`src/rtl/pulse_monitor.sv`:
```
// Pulse-period monitor: tracks a periodic single-cycle pulse, declares lock after
// LOCK_CNT consecutive on-time intervals and flags early or missing pulses.
module pulse_monitor #(
  parameter int N        = 12500,
  parameter int CBITS    = 14,
  parameter int LOCK_CNT = 4
) (
  input  logic             clk,
  input  logic             rst,
  input  logic             sig_in,
  output logic             locked,
  output logic             err_early,
  output logic             err_late,
  output logic [7:0]       miss_cnt,
  output logic [CBITS-1:0] interval
);

  typedef enum logic [1:0] {SEARCH, LOCKING, LOCKED} state_t;

  localparam int               GBITS   = $clog2(LOCK_CNT + 1);
  localparam logic [CBITS-1:0] CNT_N   = CBITS'(N);
  localparam logic [CBITS-1:0] CNT_MAX = '1;
  localparam logic [GBITS-1:0] GCNT_LK = GBITS'(LOCK_CNT);

  state_t           state, state_next;
  logic [CBITS-1:0] cnt;
  logic [GBITS-1:0] gcnt, gcnt_next, gcnt_inc;
  logic             tracking, at_expected;
  logic             early_ev, late_ev, capture;

  assign tracking    = (state != SEARCH);
  assign at_expected = (cnt == CNT_N);
  assign gcnt_inc    = gcnt + GBITS'(1);

  // State register and all registered outputs.
  // NOTE: sequential state uses non-blocking assignments so every register
  // samples the pre-edge values of its neighbours, independent of statement order.
  always_ff @(posedge clk or posedge rst) begin
    if (rst) begin
      state     <= SEARCH;
      cnt       <= '0;
      gcnt      <= '0;
      locked    <= 1'b0;
      err_early <= 1'b0;
      err_late  <= 1'b0;
      miss_cnt  <= '0;
      interval  <= '0;
    end else begin
      state     <= state_next;
      gcnt      <= gcnt_next;
      locked    <= (state_next == LOCKED);
      err_early <= early_ev;
      err_late  <= late_ev;
      if (sig_in)               cnt <= '0;
      else if (cnt != CNT_MAX)  cnt <= cnt + CBITS'(1);
      if ((early_ev || late_ev) && (miss_cnt != 8'hFF))
        miss_cnt <= miss_cnt + 8'd1;
      if (capture)
        interval <= cnt + CBITS'(1);
    end
  end

  // Next-state logic.
  // NOTE: every combinational output gets a default first, so no path through
  // the case/if tree leaves it unassigned and infers a latch.
  always_comb begin
    state_next = state;
    gcnt_next  = gcnt;
    unique case (state)
      SEARCH: begin
        if (sig_in) begin
          state_next = LOCKING;
          gcnt_next  = '0;
        end
      end
      LOCKING, LOCKED: begin
        if (sig_in && at_expected) begin
          if (state == LOCKING) begin
            gcnt_next = gcnt_inc;
            if (gcnt_inc == GCNT_LK) state_next = LOCKED;
          end
        end else if (sig_in) begin
          // Early pulse restarts timing from this edge.
          gcnt_next  = '0;
          state_next = LOCKING;
        end else if (at_expected) begin
          gcnt_next  = '0;
          state_next = SEARCH;
        end
      end
      default: begin
        state_next = SEARCH;
        gcnt_next  = '0;
      end
    endcase
  end

  // Event decode feeding the registered outputs.
  always_comb begin
    early_ev = 1'b0;
    late_ev  = 1'b0;
    capture  = 1'b0;
    if (tracking) begin
      capture  = sig_in;
      early_ev = sig_in && !at_expected;
      late_ev  = !sig_in && at_expected;
    end
  end

endmodule

```
`config.mk`:
```
export PLATFORM = sky130hd
export DESIGN_NAME = pulse_monitor
export DESIGN_NICKNAME = d
export VERILOG_FILES = /design/src/rtl/pulse_monitor.sv
export SDC_FILE = /design/constraint.sdc
export NUM_CORES = 1
export LEC_CHECK = 0
export CORE_AREA = 10 10 84 86
export CTS_CLUSTER_SIZE = 24
export DETAILED_ROUTE_END_ITERATION = 10
export DIE_AREA = 0 0 94 96
export PLACE_DENSITY_LB_ADDON = 0.1
export SLEW_MARGIN = 20
export SYNTH_ARGS = -nofsm -noshare
export SYNTH_HDL_FRONTEND = slang
export SYNTH_SLANG_ARGS = --single-unit
```
`constraint.sdc`:
```
create_clock -name clk -period 5.4 [get_ports clk]
set_input_delay 0.81 -clock clk [delete_from_list [all_inputs] [get_ports clk]]
set_output_delay 0.81 -clock clk [all_outputs]
set_load 0.05 [all_outputs]
```
# After elaboration in Yosys (flattened, before gate mapping)
# Index checks and enable logic that the tools add are counted.
word_totals:
  regBits: 44
  output_inout_bits: 25
classes:
  n_addsub: 3
  n_eq_ne: 10
  muxes: 18
  reduce_logical: 12
ops:
  columns: ["op", "n"]
  rows:
  - ["14-bit two-way mux", 2]
  - ["3-bit two-way mux", 5]
  - ["14-bit by 1-bit adder with 14-bit output (second input constant)", 1]
  - ["14-bit equality test (second input constant)", 1]
  - ["14-bit != test (second input constant)", 1]
  - ["2-bit two-way mux", 6]
  - ["8-bit by 1-bit adder with 8-bit output (second input constant)", 1]
  - ["8-bit != test (second input constant)", 1]
  - ["3-bit case mux with 2 select lines", 1]
  - ["2-bit equality test (second input constant)", 2]
  - ["1-bit logical AND", 4]
  - ["4-bit != test (second input constant)", 1]
  - ["2-bit case mux with 2 select lines", 1]
  - ["2-bit nonzero test", 2]
  - ["3-bit by 1-bit adder with 3-bit output (second input constant)", 1]
  - ["3-bit equality test (second input constant)", 1]
  - ["1-bit two-way mux", 3]
  - ["3-bit != test (second input constant)", 1]
  - ["3-bit AND reduction", 1]
  - ["2-bit by 1-bit equality test with 1-bit output (second input constant)", 1]
  - ["1-bit logical NOT", 2]
  - ["2-bit logical NOT", 1]
  - ["2-bit != test (second input constant)", 1]
  - ["2-bit OR reduction", 1]
  - ["1-bit logical OR", 1]

# Longest topological paths before layout
# Gate-level depths: netlist (run 1).
depth:
  depth_word: 7
  depth_mapped: 7
  mapped_depth_nobuf: 7

# Worst setup path before layout (run 1)
# Ideal clock, no wire load.
synth_path:
  path_type: "reg-to-reg"
  start: "register cnt[0]"
  end: "register miss_cnt[1]"
  setup_ns: 0.125
  arrival_time_ns: 1.795
  setup_slack_ns: 3.480
  path_stages_with_launch: 8
  period_less_slack_ns: 1.920
  path_cell_list: "dfrtp_1 -> inv_1 -> ha_1 -> and3_1 -> nand4_4 -> xor2_2 -> a211o_1 -> mux2_4"
synth_between:
  elab_chain_cells: 6
synth_rtl:
  columns: ["element", "line_no", "rtl"]
  rows:
  - ["start, declared", "26", "logic [CBITS-1:0] cnt;"]
  - ["start signal, assigned", "55", "else if (cnt != CNT_MAX) cnt <= cnt + CBITS'(1);"]
  - ["14-bit equality test *", "32", "assign at_expected = (cnt == CNT_N);"]
  - ["1-bit logical NOT", "105", "early_ev = sig_in && !at_expected;"]
  - ["1-bit logical AND", "105", null]
  - ["1-bit two-way mux", "103", "if (tracking) begin"]
  - ["1-bit logical OR *", "56", "if ((early_ev || late_ev) && (miss_cnt != 8'hFF))"]
  - ["1-bit logical AND *", "56", null]
  - ["end signal, assigned", "57", "miss_cnt <= miss_cnt + 8'd1;"]
  - ["end, declared", "14", "output logic [7:0] miss_cnt,"]
# Every way passes the cells marked *; elsewhere a longest branch is shown, timed or not.
# A chain may end at the register's enable or synchronous reset.

# Final worst setup path (run 1)
layout_path:
  start: "input sig_in"
  end: "register interval[1]"
layout_between:
  elab_chain_cells: 1
layout_rtl:
  columns: ["element", "line_no", "rtl"]
  rows:
  - ["start, declared", "10", "input logic sig_in,"]
  - ["1-bit two-way mux", "103", null]
  - ["end signal, assigned", "59", "interval <= cnt + CBITS'(1);"]
  - ["end, declared", "15", "output logic [CBITS-1:0] interval"]
# No other way between the ends.

==> run metrics, run 1 <==
CTS Buffer Depth 2; critical path required time 5.58 ns; CTS Buf Count 5; Max rail drop VDD 0.280 mV; Pre-Repair DR Iteration Count 4; GR Layer Usage met1 13.4%; met3 global-route usage around 3.7%; share of the cycle needed by the critical path after routing a little over half; area fraction in compound gates after synthesis between 10% and 20%; simple-gate share of the synthesized area 22.1%; # fillers around 510; Setup crit end kind flip-flop; Nets about 260; Final Max Slew Viols 0; CP arrival ~3 ns; Initial Util 40.9%; GR Layer Usage met2 17.5%; setup TNS 0 ns; outcome finished, final reports clean; WL final 4450 um; maximum fanout along the worst path 28; Post-Synth Adder-Cell Area about 4.5%; post-DR vias/cell ~5.2; Synth Area in XOR/XNOR 7.88%; max-slew headroom at the worst pin between 40% and 50%; syn_nets 228; drc violations 0; RSZ-0062 raised after global routing false; CTS tree done; Clock Latency Late Sink between 0.2 and 0.3 ns; wire per inst about 14 um; Design Power between 1000 and 1500 uW; initial antenna violation count 0; IO Port Bufs 27; share of the synthesized area in the top cell type around half; Hold Path Class flip-flop to flip-flop; Die Height around 96 um; die area roughly 9000 sq um; number of global-route vias before repair between 1500 and 2000; Fin. Hold Viols 0; Synth Instances 217; H-tree Lvls 2; CP startpoint sig_in; first-iteration detailed-routing DRC count 80; CTS sink count 44; largest cells by area after synthesis dfrtp_1 (50%), o21ai_0 (5.7%), ha_1 (4.5%); Clk Tree Root Cell clkbuf_8; synthesized area approximately 2200 sq um; Synth warnings 0; synth unique cells 36; area grow syn2layout 19.4%; post_cts resized 0; R2R cell count 7; clk_skew ~0.0062 ns; number of max-cap violations 0; Clock Pin Slew Worst Setup and Hold Paths approximately 0.080 ns; FMAX 356 MHz; DR vias approximately 1600; mux share of post-synthesis cell area approximately 2.7%; chip width between 90 and 100 um; Placeable Area about 5400 sq um; # IOs 28; share of cells above drive strength 1 7.76%; Yosys reg bits 44; overall routing resource usage 11.1%; first-pass GRT wire length 8010 um; Final Setup Violations 0; sequential share of the synthesized area 49.9%; Remaining Overflow, GRT 0; actual slew at the worst max-slew pin 0.866 ns; reg-to-reg startpoint cnt[0]; Antenna diodes 0; GR peak layer met2; critical path class input port to flip-flop; internal reg-to-reg setup slack approximately 3.2 ns; largest net degree at the start of global routing 45; Period minus WS final 2.81 ns; PD cells slightly below 400 nW/um^2; Setup crit start kind input port; Post CTS Setup Buffer Count 0; Antenna Violating Nets Remaining 0; Setup crit end interval[1]; biggest area consumer among synthesized cells dfrtp_1; static leakage about 0.0011 uW; site row count 27; mean cell area of the mapped netlist between 10 and 15 sq um; R2R Path End miss_cnt[6]; CTS hold repair buffers 0; hpwl dp 3160 um; GP Congestion approximately 0.80; largest family of logic cells by synthesized area simple AND/OR/NAND/NOR gates
-- layout by cell type, fill, tap and decap left out, drive strengths merged, types with 2 or more instances in the layout --
cell / n
nand3: 10
nor4b: 2
nor2: 9
and3: 4
nor4: 7
or2: 3
nand4: 5
mux2: 4
a31oi: 6
nand4b: 2
o21a: 2
a21oi: 3
ha: 8
clkdlybuf4s50: 27
or3: 3
xnor2: 7
nand2b: 3
nor3: 5
dfrtp: 44
a211oi: 2
nand2: 25
o21ai: 25
xor2: 12
inv: 8
clkbuf: 8
-- area by class of cell --
cell class                      instances  area [sq um]  area share [%]
Tap cell                               72          90.1            3.42
Inverter                                9          33.8            1.28
Multi-Input combinational cell        156          1040            39.6
Timing Repair Buffer                   28           278            10.5
Sequential cell                        44          1100            41.8
Clock buffer                            8          90.1            3.42
-- worst min path at each step --
stage | depth (start not counted) | end | startpoint
after floorplan | 1 | gcnt[2] | gcnt[2]
after global placement | 2 | interval[3] | interval[3]
after detailed placement | 2 | interval[12] | interval[12]
after CTS | 2 | interval[12] | interval[12]
after global routing | 2 | interval[2] | interval[2]
final | 2 | interval[12] | interval[12]
-- synthesized netlist by cell type, drive strengths merged --
cell type / count
and4: 1
nand2b: 3
a21oi: 3
a211oi: 2
mux2: 4
xnor2: 7
and2: 1
nand4: 5
dfrtp: 44
nor2b: 1
nor2: 9
nor4: 7
mux2i: 1
and3: 4
a31oi: 6
and4bb: 1
o22ai: 1
clkbuf: 8
nand2: 25
nor4b: 2
nand4b: 2
xor2: 12
o21ai: 25
nor3: 5
or2: 3
nand3: 10
o21a: 2
or3: 3
ha: 8
nand3b: 1
nor3b: 1
inv: 9
a211o: 1
-- where the power goes --
| group | internal (uW) | total [uW] | leakage (uW) | switching, uW |
|---|---|---|---|---|
| Sequential | 374 | 429 | 0.000587 | 54.9 |
| Combinational | 131 | 375 | 0.000477 | 244 |
| Clock | 104 | 210 | 0.0000455 | 106 |
-- kinds of logic (layout without fill, tap and decap cells) --
group	Yosys count	after routing
and+or+nand+nor	84	84
AOI/OAI and AO/OA	40	40
muxes	5	5
adders and majority gates	8	8
DFF	44	44
buffers and inverters	17	45
xor gates and xnor gates	19	19
-- metal layers --
metal / wire (um) / vias up
li1: - / 814
met1: 2080 / 785
met3: 269 / 6
met5: 0 / -
met4: 74 / 0
met2: 2030 / 31
-- metrics by stage --
step                      cell area [sq um]  instances  setup WS (ns)  hold slack [ns]  util, %
after floorplan                        2210        217           3.48            0.470        -
after global placement                 2550        309           2.27            0.463     47.1
after detailed placement               2550        309           2.22            0.471     47.1
after CTS                              2640        317           2.55            0.489     48.8
after global routing                   2640        317           2.35            0.508     48.8
final                                  2640        317           2.59            0.480     48.8
-- registers in the layout, summed over array words and instances, names as in the netlist --
name and flops:
locked 1, err_late 1, err_early 1, miss_cnt 8
cnt 14, interval 14, gcnt 3, state 2
-- critical path, stage by stage --
cell             delay [ns]
clkdlybuf4s50_1        1.01
nand2b_1               0.68
mux2_2                 0.47
No activity file was read; power rests on OpenSTA's default activity.
==> run 2: changes to the inputs <==
clock period = 2.61 ns   (was 5.4 ns; I/O delays follow)
==> run metrics, run 2 (synthesized netlist as in run 1, its figures left out) <==
static leakage 0.00113 uW (+2.1%); CTS sink count 44 (unchanged); GR Layer Usage met1 12.9% (-0.52 points); Fin. Hold Viols 0 (unchanged); Seq. cell area 1100 sq um (unchanged); WL final 4490 um (+0.79%); fin util 49.5% (+0.76 points); post_cts resized 0 (unchanged); Hold Path Class input port to asynchronous set/reset pin; Clock Pin Slew Worst Setup and Hold Paths 0.08 ns (about the same); internal reg-to-reg setup slack 0.56 ns (-2.67 ns); critical-path cell list inv_1 -> ha_1 -> and3_1 -> nand4_4 -> xor2_2 -> a211o_1 -> mux2_4; multi-input logic area 1040 sq um (unchanged); hpwl dp 3260 um (+3.1%); GP Congestion 0.820 (+2.6%); IO Port Bufs 27 (unchanged); Slowest-stage cell, CP dfrtp_1; Max rail drop VDD 0.607 mV (+120%); Clock Latency Late Sink 0.29 ns (about the same); first-iteration detailed-routing DRC count 78 (-2.5%); setup TNS 0 ns (unchanged); number of global-route vias before repair 1626 (-2.9%); CTS Buffer Depth 2 (unchanged); commonest non-fill, non-tap cell in the layout dfrtp_1; share of the cycle needed by the critical path after routing roughly four fifths; initial antenna violation count 0 (unchanged); # IOs 28 (unchanged); first-pass GRT wire length 7870 um (-1.7%); GR peak layer met2; clk_skew 0.00334 ns (-0.00285 ns); met3 global-route usage 3.74% (+0.078 points); biggest regs cnt: 14 flops, interval: 14 flops, miss_cnt: 8 flops; maximum fanout along the worst path 7 (-75%); wire per inst 14.1 um (+0.15%); Final Non-Filler Cells 319 (+0.63%); Nets 258 (+1.2%); Pre-Repair DR Iteration Count 4 (unchanged); largest net degree at the start of global routing 24 (-47%); CTS hold repair buffers 0 (unchanged); Die Height 96 um (unchanged); CTS Buf Count 5 (unchanged); die area 9020 sq um (unchanged); # fillers 517 (+2.2%); slowest cell delay on critical path 0.43 ns (-0.58 ns); critical path class flip-flop to flip-flop; outcome finished, final reports clean; PD cells 798 nW/um^2 (+110%); max-slew headroom at the worst pin 41.6% (-0.63 points); Period minus WS final between 2 and 2.5 ns; Post CTS Setup Buffer Count 0 (unchanged); RSZ-0062 raised after global routing false; number of max-cap violations 0 (unchanged); Setup crit end kind flip-flop; Placeable Area 5410 sq um (unchanged); FMAX between 400 and 500 MHz; area grow syn2layout 21.2%; site row count 27 (unchanged); placed cells 312 (+0.97%); overall routing resource usage 10.8% (-0.28 points); commonest non-fill, non-tap cells in the layout dfrtp_1 (44), clkdlybuf4s50_1 (27), nand2_1 (25), o21ai_0 (25), xor2_1 (11); H-tree Lvls 2 (unchanged); actual slew at the worst max-slew pin 0.870 ns (+0.00406 ns); Antenna Violating Nets Remaining 0 (unchanged); critical path required time 2.79 ns (-2.79 ns); Clk Tree Root Cell clkbuf_8; CP arrival 2.23 ns (-0.77 ns); post-DR vias/cell 5.04 (-2.3%); DR vias 1609 (-1.7%); Remaining Overflow, GRT 0 (unchanged); Final Setup Violations 0 (unchanged); Final Hold Slack 0.476 ns (-0.00325 ns); Antenna diodes 0 (unchanged); Final Max Slew Viols 0 (unchanged); CTS tree done; Initial Util 40.9% (unchanged); drc violations 0 (unchanged); share of cells above drive strength 1 9.31% (+1.6 points); Setup crit start kind flip-flop; GR Layer Usage met2 17.9% (+0.40 points); chip width 94 um (unchanged)
## run 2: changes by cell type in the layout (fill, tap and decap cells not counted), sizes merged
cell,delta
buf,+3
clkbuf,-1
## run 2: path summary, 6_finish.rpt
path                        startpoint     endpoint  depth (start not counted)
min                                rst    err_early                          2
max reg2reg                     cnt[0]  miss_cnt[1]                          7
min in group clk           interval[2]  interval[2]                          2
max                             cnt[0]  miss_cnt[1]                          7
max in group asynchronous          rst      cnt[12]                          3
min reg2reg                interval[2]  interval[2]                          2
## run 2: metrics by stage
stage / setup slack [ns] / instance area [sq um] / power (uW)
3_5_place_dp: 0.556 / 2580 / 1700
6_report: 0.560 / 2680 / 2140
4_1_cts: 0.545 / 2680 / 2170
5_1_grt: 0.371 / 2680 / 2260
2_1_floorplan: 0.690 / 2210 / 1440
3_3_place_gp: 0.527 / 2580 / 1710
## run 2: layer usage
metal,vias up,part of all wire [%]
li1,826,-
met1,745,47
met2,31,45
met3,7,6.5
met4,0,1.3
met5,-,0
## run 2: area by class of cell
cell class	count	share of cell area, %
multi-input combinational	156	39.0
sequential	44	41.1
inverter	9	1.26
timing repair buffer	31	11.7
clock buffer	7	3.60
tap	72	3.36
## run 2: worst max-delay path, delay by kind of cell (launching register included)
family	cells	cell delay [ns]
simple gates	2	0.36
xor+xnor	1	0.23
fa+ha+maj	1	0.17
flops	1	0.43
mux	1	0.30
compound gates	1	0.33
buf+inv	1	0.11
## run 2: where the power goes
group	total [uW]	switching, uW	internal [uW]
registers	884	110	774
logic	795	511	284
clock network	458	222	236
